## config.mk

```make
export PLATFORM = sky130hd
export DESIGN_NAME = req_arbiter8
export DESIGN_NICKNAME = d
export VERILOG_FILES = /design/src/rtl/req_arbiter8.sv
export SDC_FILE = /design/constraint.sdc
export NUM_CORES = 1
export LEC_CHECK = 0
export CAP_MARGIN = 30
export CORE_UTILIZATION = 40
export DETAILED_ROUTE_END_ITERATION = 16
export GPL_ROUTABILITY_DRIVEN = 0
export PLACE_DENSITY = 0.6
export SETUP_SLACK_MARGIN = 0.1
export SYNTH_ARGS = -nofsm -noshare
export SYNTH_HDL_FRONTEND = slang
export SYNTH_SLANG_ARGS = --single-unit
```

## constraint.sdc

```tcl
create_clock -name clk -period 2.2 [get_ports clk]
set_input_delay 0.22 -clock clk [delete_from_list [all_inputs] [get_ports clk]]
set_output_delay 0.22 -clock clk [all_outputs]
set_load 0.01 [all_outputs]
```

## src/rtl/req_arbiter8.sv

```systemverilog
// rtl/req_arbiter8.sv - 8-requester arbiter with grant lock, fixed/round-robin priority and hold timeout
module req_arbiter8 #(
   parameter int MAX_HOLD = 16
) (
   input  logic       clk,
   input  logic       rst_n,
   input  logic [7:0] req,
   input  logic       rr_mode,
   output logic [7:0] gnt,
   output logic [2:0] gnt_id,
   output logic       busy,
   output logic       timeout
);

   localparam logic [7:0] HOLD_MAX = 8'(MAX_HOLD);

   typedef enum logic {
      S_IDLE  = 1'b0,
      S_GRANT = 1'b1
   } state_t;

   state_t     r_state,   w_state_nxt;
   logic [7:0] r_gnt,     w_gnt_nxt;
   logic [2:0] r_gnt_id,  w_gnt_id_nxt;
   logic       r_busy,    w_busy_nxt;
   logic       r_timeout, w_timeout_nxt;
   logic [2:0] r_ptr,     w_ptr_nxt;
   logic [7:0] r_hcnt,    w_hcnt_nxt;

   logic [7:0] w_req_above;
   logic [2:0] w_win;

   // Lowest set bit wins; bit 0 has the highest priority.
   function automatic logic [2:0] lowest_idx(input logic [7:0] v);
      logic [2:0] idx;
      idx = 3'd0;
      for (int i = 7; i >= 0; i--) begin
         if (v[i]) idx = 3'(i);
      end
      return idx;
   endfunction

   // Winner: fixed priority, or round-robin search from ptr upward with wrap-around.
   always_comb begin
      w_req_above = req & (8'hFF << r_ptr);
      if (rr_mode && (w_req_above != 8'h00)) w_win = lowest_idx(w_req_above);
      else                                   w_win = lowest_idx(req);
   end

   // Next-state and next-output decision for IDLE/GRANT.
   always_comb begin
      w_state_nxt   = r_state;
      w_gnt_nxt     = r_gnt;
      w_gnt_id_nxt  = r_gnt_id;
      w_busy_nxt    = r_busy;
      w_timeout_nxt = 1'b0;
      w_ptr_nxt     = r_ptr;
      w_hcnt_nxt    = r_hcnt;
      case (r_state)
         S_IDLE: begin
            w_gnt_nxt  = 8'h00;
            w_busy_nxt = 1'b0;
            if (req != 8'h00) begin
               w_gnt_nxt    = 8'd1 << w_win;
               w_gnt_id_nxt = w_win;
               w_busy_nxt   = 1'b1;
               w_hcnt_nxt   = 8'd1;
               w_state_nxt  = S_GRANT;
            end
         end
         S_GRANT: begin
            // Release when the owner drops its request or the hold limit is reached.
            if (!req[r_gnt_id] || (r_hcnt == HOLD_MAX)) begin
               w_gnt_nxt     = 8'h00;
               w_busy_nxt    = 1'b0;
               w_hcnt_nxt    = 8'd0;
               w_ptr_nxt     = r_gnt_id + 3'd1;
               w_timeout_nxt = req[r_gnt_id];
               w_state_nxt   = S_IDLE;
            end else begin
               w_hcnt_nxt = r_hcnt + 8'd1;
            end
         end
      endcase
   end

   // State and registered outputs, cleared immediately on reset.
   always_ff @(posedge clk or negedge rst_n) begin
      if (!rst_n) begin
         r_state   <= S_IDLE;
         r_gnt     <= 8'h00;
         r_gnt_id  <= 3'd0;
         r_busy    <= 1'b0;
         r_timeout <= 1'b0;
         r_ptr     <= 3'd0;
         r_hcnt    <= 8'd0;
      end else begin
         r_state   <= w_state_nxt;
         r_gnt     <= w_gnt_nxt;
         r_gnt_id  <= w_gnt_id_nxt;
         r_busy    <= w_busy_nxt;
         r_timeout <= w_timeout_nxt;
         r_ptr     <= w_ptr_nxt;
         r_hcnt    <= w_hcnt_nxt;
      end
   end

   assign gnt     = r_gnt;
   assign gnt_id  = r_gnt_id;
   assign busy    = r_busy;
   assign timeout = r_timeout;

endmodule

```

# [After elaboration in Yosys (flattened, before gate mapping)]
# Index checks and enable logic that the tools add are counted.
# Widths: inputs -> output; s select.
[classes] shifts=2 bitwise_logic=2 order_cmp=1 reduce_logical=7 n_mux=32 n_eq_ne=3 n_addsub=2
[op_table] cell="$mux 3" count=17
[op_table] cell="$mux 8" count=4
[op_table] cell="$pmux 8 s2" count=2
[op_table] cell="$reduce_bool 8->1" count=2
[op_table] cell="$add 8x1->8 const B" count=1
[op_table] cell="$and 8x8->8" count=1
[op_table] cell="$eq 8x5->1 const B" count=1
[op_table] cell="$shl 1x3->8 const A" count=1
[op_table] cell="$shl 8x3->8 const A" count=1
[op_table] cell="$mux 1" count=6
[op_table] cell="$lt 3x4->1 const B" count=1
[op_table] cell="$pmux 1 s2" count=2
[op_table] cell="$reduce_and 2->1" count=2
[op_table] cell="$add 3x1->3 const B" count=1
[op_table] cell="$bmux 1 s3" count=1
[op_table] cell="$ne 2x1->1 const B" count=1
[op_table] cell="$ne 2x2->1 const B" count=1
[op_table] cell="$logic_and 1x1->1" count=1
[op_table] cell="$logic_not 1->1" count=1
[op_table] cell="$logic_or 1x1->1" count=1
[op_table] cell="$not 1->1" count=1
[word_totals] regBits=25 elab_cells=56

# [Logic depth before layout (Yosys ltp)]
# Gate-level depths: netlist of run 1.
[logic_depth] word_depth=14 mapped_depth=9 mapped_depth_nobuf=8

# [Least setup slack after synthesis of run 1]
# Ideal clock, no wire load.
[synth_path] path_type="flip-flop to flip-flop" from="register r_gnt_id[0], in the netlist gnt_id[0]" to="register r_gnt[0], in the netlist gnt[0]" setup_slack_ns=0.197 t_arrival_ns=1.881 required_ns=2.078 period_less_slack_ns=2.003 setup_time_ns=0.122 path_buffers=2 stages_incl_launch_ff=7 path_cell_list="dfrtp_1 mux4_1 mux2_4 and3_4 buf_6 buf_8 a32o_1"
[synth_between] elab_chain_len=5
[synth_lines] item="start: declaration" line_no="24" rtl="logic [2:0] r_gnt_id, w_gnt_id_nxt;"
[synth_lines] item="start signal: assignment" line_no="100" rtl="r_gnt_id <= w_gnt_id_nxt;"
[synth_lines] item="$bmux 1 s3" line_no="73" rtl="if (!req[r_gnt_id] || (r_hcnt == HOLD_MAX)) begin"
[synth_lines] item="$mux 1 (not written as such)" line_no="73"
[synth_lines] item="$logic_not 1->1" line_no="73"
[synth_lines] item="$logic_or 1x1->1" line_no="73"
[synth_lines] item="$ne 2x1->1 (no line)"
[synth_lines] item="end signal: assignment" line_no="99" rtl="r_gnt <= w_gnt_nxt;"
[synth_lines] item="end: declaration" line_no="23" rtl="logic [7:0] r_gnt, w_gnt_nxt;"
# No other way between the ends. The select of a mux whose other input is x is not followed.
# A chain may end at the register's enable or synchronous reset.

# [Final worst setup path of run 1]
[layout_path] from="input port req[0]" to="register r_hcnt[2]"
[layout_between] elab_chain_len=6 word_cells_on_any_way=8
[layout_lines] item="start: declaration" line_no="7" rtl="input logic [7:0] req,"
[layout_lines] item="$bmux 1 s3" line_no="73"
[layout_lines] item="$mux 1 (not written as such)" line_no="73"
[layout_lines] item="$logic_not 1->1" line_no="73"
[layout_lines] item="$logic_or 1x1->1" line_no="73"
[layout_lines] item="$mux 8" line_no="73"
[layout_lines] item="$pmux 8 s2" line_no="59" rtl="case (r_state)"
[layout_lines] item="end signal: assignment" line_no="104" rtl="r_hcnt <= w_hcnt_nxt;"
[layout_lines] item="end: declaration" line_no="28" rtl="logic [7:0] r_hcnt, w_hcnt_nxt;"
# Several ways; a longest one is shown, not always the timed one. The select of a mux whose other input is x is not followed.

==> impl_metrics.yaml, run 1 <==
synthesis:
  synth_flop_cell: "dfrtp_1"
  yosysSeqAreaShare: 0.4170
  synthesis.area_sq_um: 1500
  syn_inst: 159
  synth_top_cell_area_share: 0.4170
  synth_nets: 173
  yosysUniqueCellTypes: 47
  avgSynthCellArea_sq_um: 9.435
  synth_area_leaders: "dfrtp_1 (42%), nand2_1 (5.8%), mux4_1 (3.5%), nor2_1 (3.5%), o21ai_0 (3.0%)"
  synth_edf_count: 0
  synth_warnings: 0
  async_reset_ff_frac: 1.000
  synth_area_leader_cell: "dfrtp_1"
  synth-seq-cells: 25
setup_path:
  r2r_slack_ps: 250
  endpoint_kind: "flop"
  required_ps: 2360
  r2r_cells: 6
  startpoint: "req[0]"
  timing.rr.start: "gnt_id[0]$_DFFE_PN0P_"
  worst-path-max-fanout: 17
  worstReg2RegEnd: "r_hcnt[2]$_DFFE_PN0P_"
  critPathArrivalTime_ps: 2130
  crit_path_end: "r_hcnt[2]$_DFFE_PN0P_"
  critPathLaunchType: "input pin"
  crit_type: "in -> reg"
global_routing:
  grtUsageTotal: 0.2065
  antenna_found_initial: 0
  overflow: 0
  grt-busiest-layer: "met2"
  grt_start_max_net_pins: 26
  met3_usage: 0.04167
  use_met2: 0.3333
  grt_pass1_vias: 1333
  grt_pass1_wl_mm: 6.423
  use_met1: 0.2824
cells_and_area:
  n_antenna_cell: 0
  mostFrequentLayoutCells: "dfrtp_1 (24), nand2_1 (23), clkdlybuf4s50_1 (23), buf_4 (23), nor2_1 (14)"
  fin_nets: 217
  layout_commonest_cell: "dfrtp_1"
  area_growth_syn_to_layout_pct: 30.78
  drive_gt1_frac: 0.1931
timing:
  relSlewSlack: 0.7572
  finalSetupViolations: 0
  fin_tns_setup_ps: 0
  tightest_slew_ps: 360.8
  rsz0062_at_grt: "no"
  finalHoldViolations: 0
  finalCritPeriodShare: 0.8979
  fin_crit_ps: 1975
  max_freq_ghz: 0.5062
  skew_ps: 4.228
  drv_slew: 0
floorplanning:
  fp.dieH_microns: 63.24
  std_cell_rows: 21
  die-area_sq_um: 3999
  core_sq_um: 3468
  start_util: 0.4325
  dieWidth_microns: 63.24
  ios: 24
flow_run:
  drv_cap: 0
pwr:
  comb_power_share: 0.529
  power_density_nw_per_um2: 1119
  p_clk_frac: 0.122
  p_seq_frac: 0.349
  switching_share: 0.3994
  p_int_uw: 1319
  totalPowerFinal_uw: 2196
  p_sw_uw: 877.0
  peakVddDrop_mv: 0.5705
  p_leak_uw: 0.0008653
drt:
  route.detailed.drc: 0
  wl_per_cell_microns: 14.46
  vias: 1352
  via_per_inst: 5.452
  drt_pre_antenna_iters: 4
  first_iter_violations: 62
  routed_wl_mm: 3.586
  ant_nets: 0
clocking:
  cts_buffers: 3
  clock_sinks: 25
  cts_hold_buf: 0
  clockBufferDepth: 2
  cts_setup_buffers: 0
  cts-resized-gates: 0
  htreeDepth: 1
  ctsRootBufferMaster: "clkbuf_8"
  clk_pin_slew_worst_paths_ps: 80
  cts_tree: "built"
  insertion_delay_ps: 270
placed_design:
  io_buffers: 23
  dp_hpwl_mm: 2.757
run_status:
  status: "completed"
hold_path:
  hp-class: "in -> async"
-- cell usage after synthesis (2+ instances only) --
cell type / number
o41ai_1: 2
a22oi_1: 3
mux4_1: 2
o21ai_1: 5
inv_1: 6
nor2b_1: 5
o31ai_1: 4
clkbuf_1: 3
dfrtp_1: 25
and3_1: 3
a21oi_1: 8
ha_1: 3
nor2_1: 14
a31oi_1: 2
o21ba_2: 2
nor3_1: 2
nand2b_1: 3
nand4_1: 2
nand2_1: 23
nor4_1: 2
nand3_1: 2
xor2_1: 2
a32o_1: 4
o21ai_0: 9
-- metrics by stage --
step | cells | hold WS, ps | utilization | worst slack (ps) | instance area [sq um]
6_report | 248 | 311.7 | 0.5657 | 224.6 | 1962
5_1_grt | 248 | 345.5 | 0.5657 | 116.6 | 1962
4_1_cts | 248 | 317.1 | 0.5649 | 232.7 | 1959
3_5_place_dp | 244 | 473.3 | 0.5516 | -50.66 | 1913
3_3_place_gp | 244 | 467.3 | 0.5516 | 5.820 | 1913
2_1_floorplan | 159 | -75.59 | - | 197.3 | 1500
-- power by group through the flow --
stage	clock, uW	combinational (uW)	sequential (uW)
after floorplan	0	771	730
after global placement	0	1130	761
after detailed placement	0	1160	767
after CTS	282	1170	760
after global routing	300	1300	794
final	269	1160	765
-- registers in the layout, indices dropped and copies added (netlist names) --
register  cells
gnt           8
r_hcnt        8
gnt_id        3
timeout       1
r_state       1
r_ptr         3
busy          1
-- worst max-delay path, stage by stage --
cell             delay, ps
clkdlybuf4s50_1        490
mux4_1                 550
mux2_4                 300
and3_4                 250
nor2b_1                140
o21ai_1                110
o21ai_1                 70
-- logic make-up (layout without fill, tap and decap cells) --
| kind of cell | count (synthesis) | after routing | synth area share |
|---|---|---|---|
| multiplexers | 5 | 5 | 0.06171 |
| buffers and inverters | 13 | 56 | 0.04669 |
| AND/OR/NAND/NOR | 61 | 61 | 0.1993 |
| flip-flops | 25 | 25 | 0.4170 |
| adder cells (fa/ha/maj) | 3 | 3 | 0.02502 |
| XOR/XNOR | 3 | 3 | 0.01752 |
| AO/OA/AOI/OAI | 49 | 49 | 0.2327 |
-- cell type report --
cell class | instances | area, sq um
clock inverter | 1 | 5.005
multi-input combinational | 121 | 805.8
tap | 46 | 57.56
fill | 334 | 1506
sequential | 25 | 626.9
timing repair buffer | 46 | 402.9
inverter | 6 | 22.52
clock buffer | 3 | 41.29
-- routing by layer --
metal / up-vias / part of all wire
met4: 0 / 0.011
met3: 5 / 0.030
met2: 30 / 0.47
li1: 667 / -
met1: 650 / 0.49
met5: - / 0
-- worst min path at each step --
stage          slack, ps  cells after the start               endpoint
2_1_floorplan        -80                      0       busy$_DFFE_PN0P_
3_3_place_gp         470                      2     gnt[7]$_DFFE_PN0P_
3_5_place_dp         470                      2     gnt[5]$_DFFE_PN0P_
4_1_cts              320                      2  r_hcnt[3]$_DFFE_PN0P_
5_1_grt              350                      2     gnt[0]$_DFFE_PN0P_
6_report             310                      2   r_ptr[2]$_DFFE_PN0P_
(Power assumes the default switching activity.)
==> inputs of run 2 (changes only) <==
--- a/constraint.sdc
+++ b/constraint.sdc
@@ -3,2 +3,2 @@
 set_output_delay 0.22 -clock clk [all_outputs]
-set_load 0.01 [all_outputs]
+set_load 0.005 [all_outputs]
==> results of run 2 <==
Same layout as run 1 (identical final DEF). Status: completed.
Among the figures that moved: total power 2196 uW -> 2165 uW; worst IR drop on VDD 0.5705 mV -> 0.5636 mV
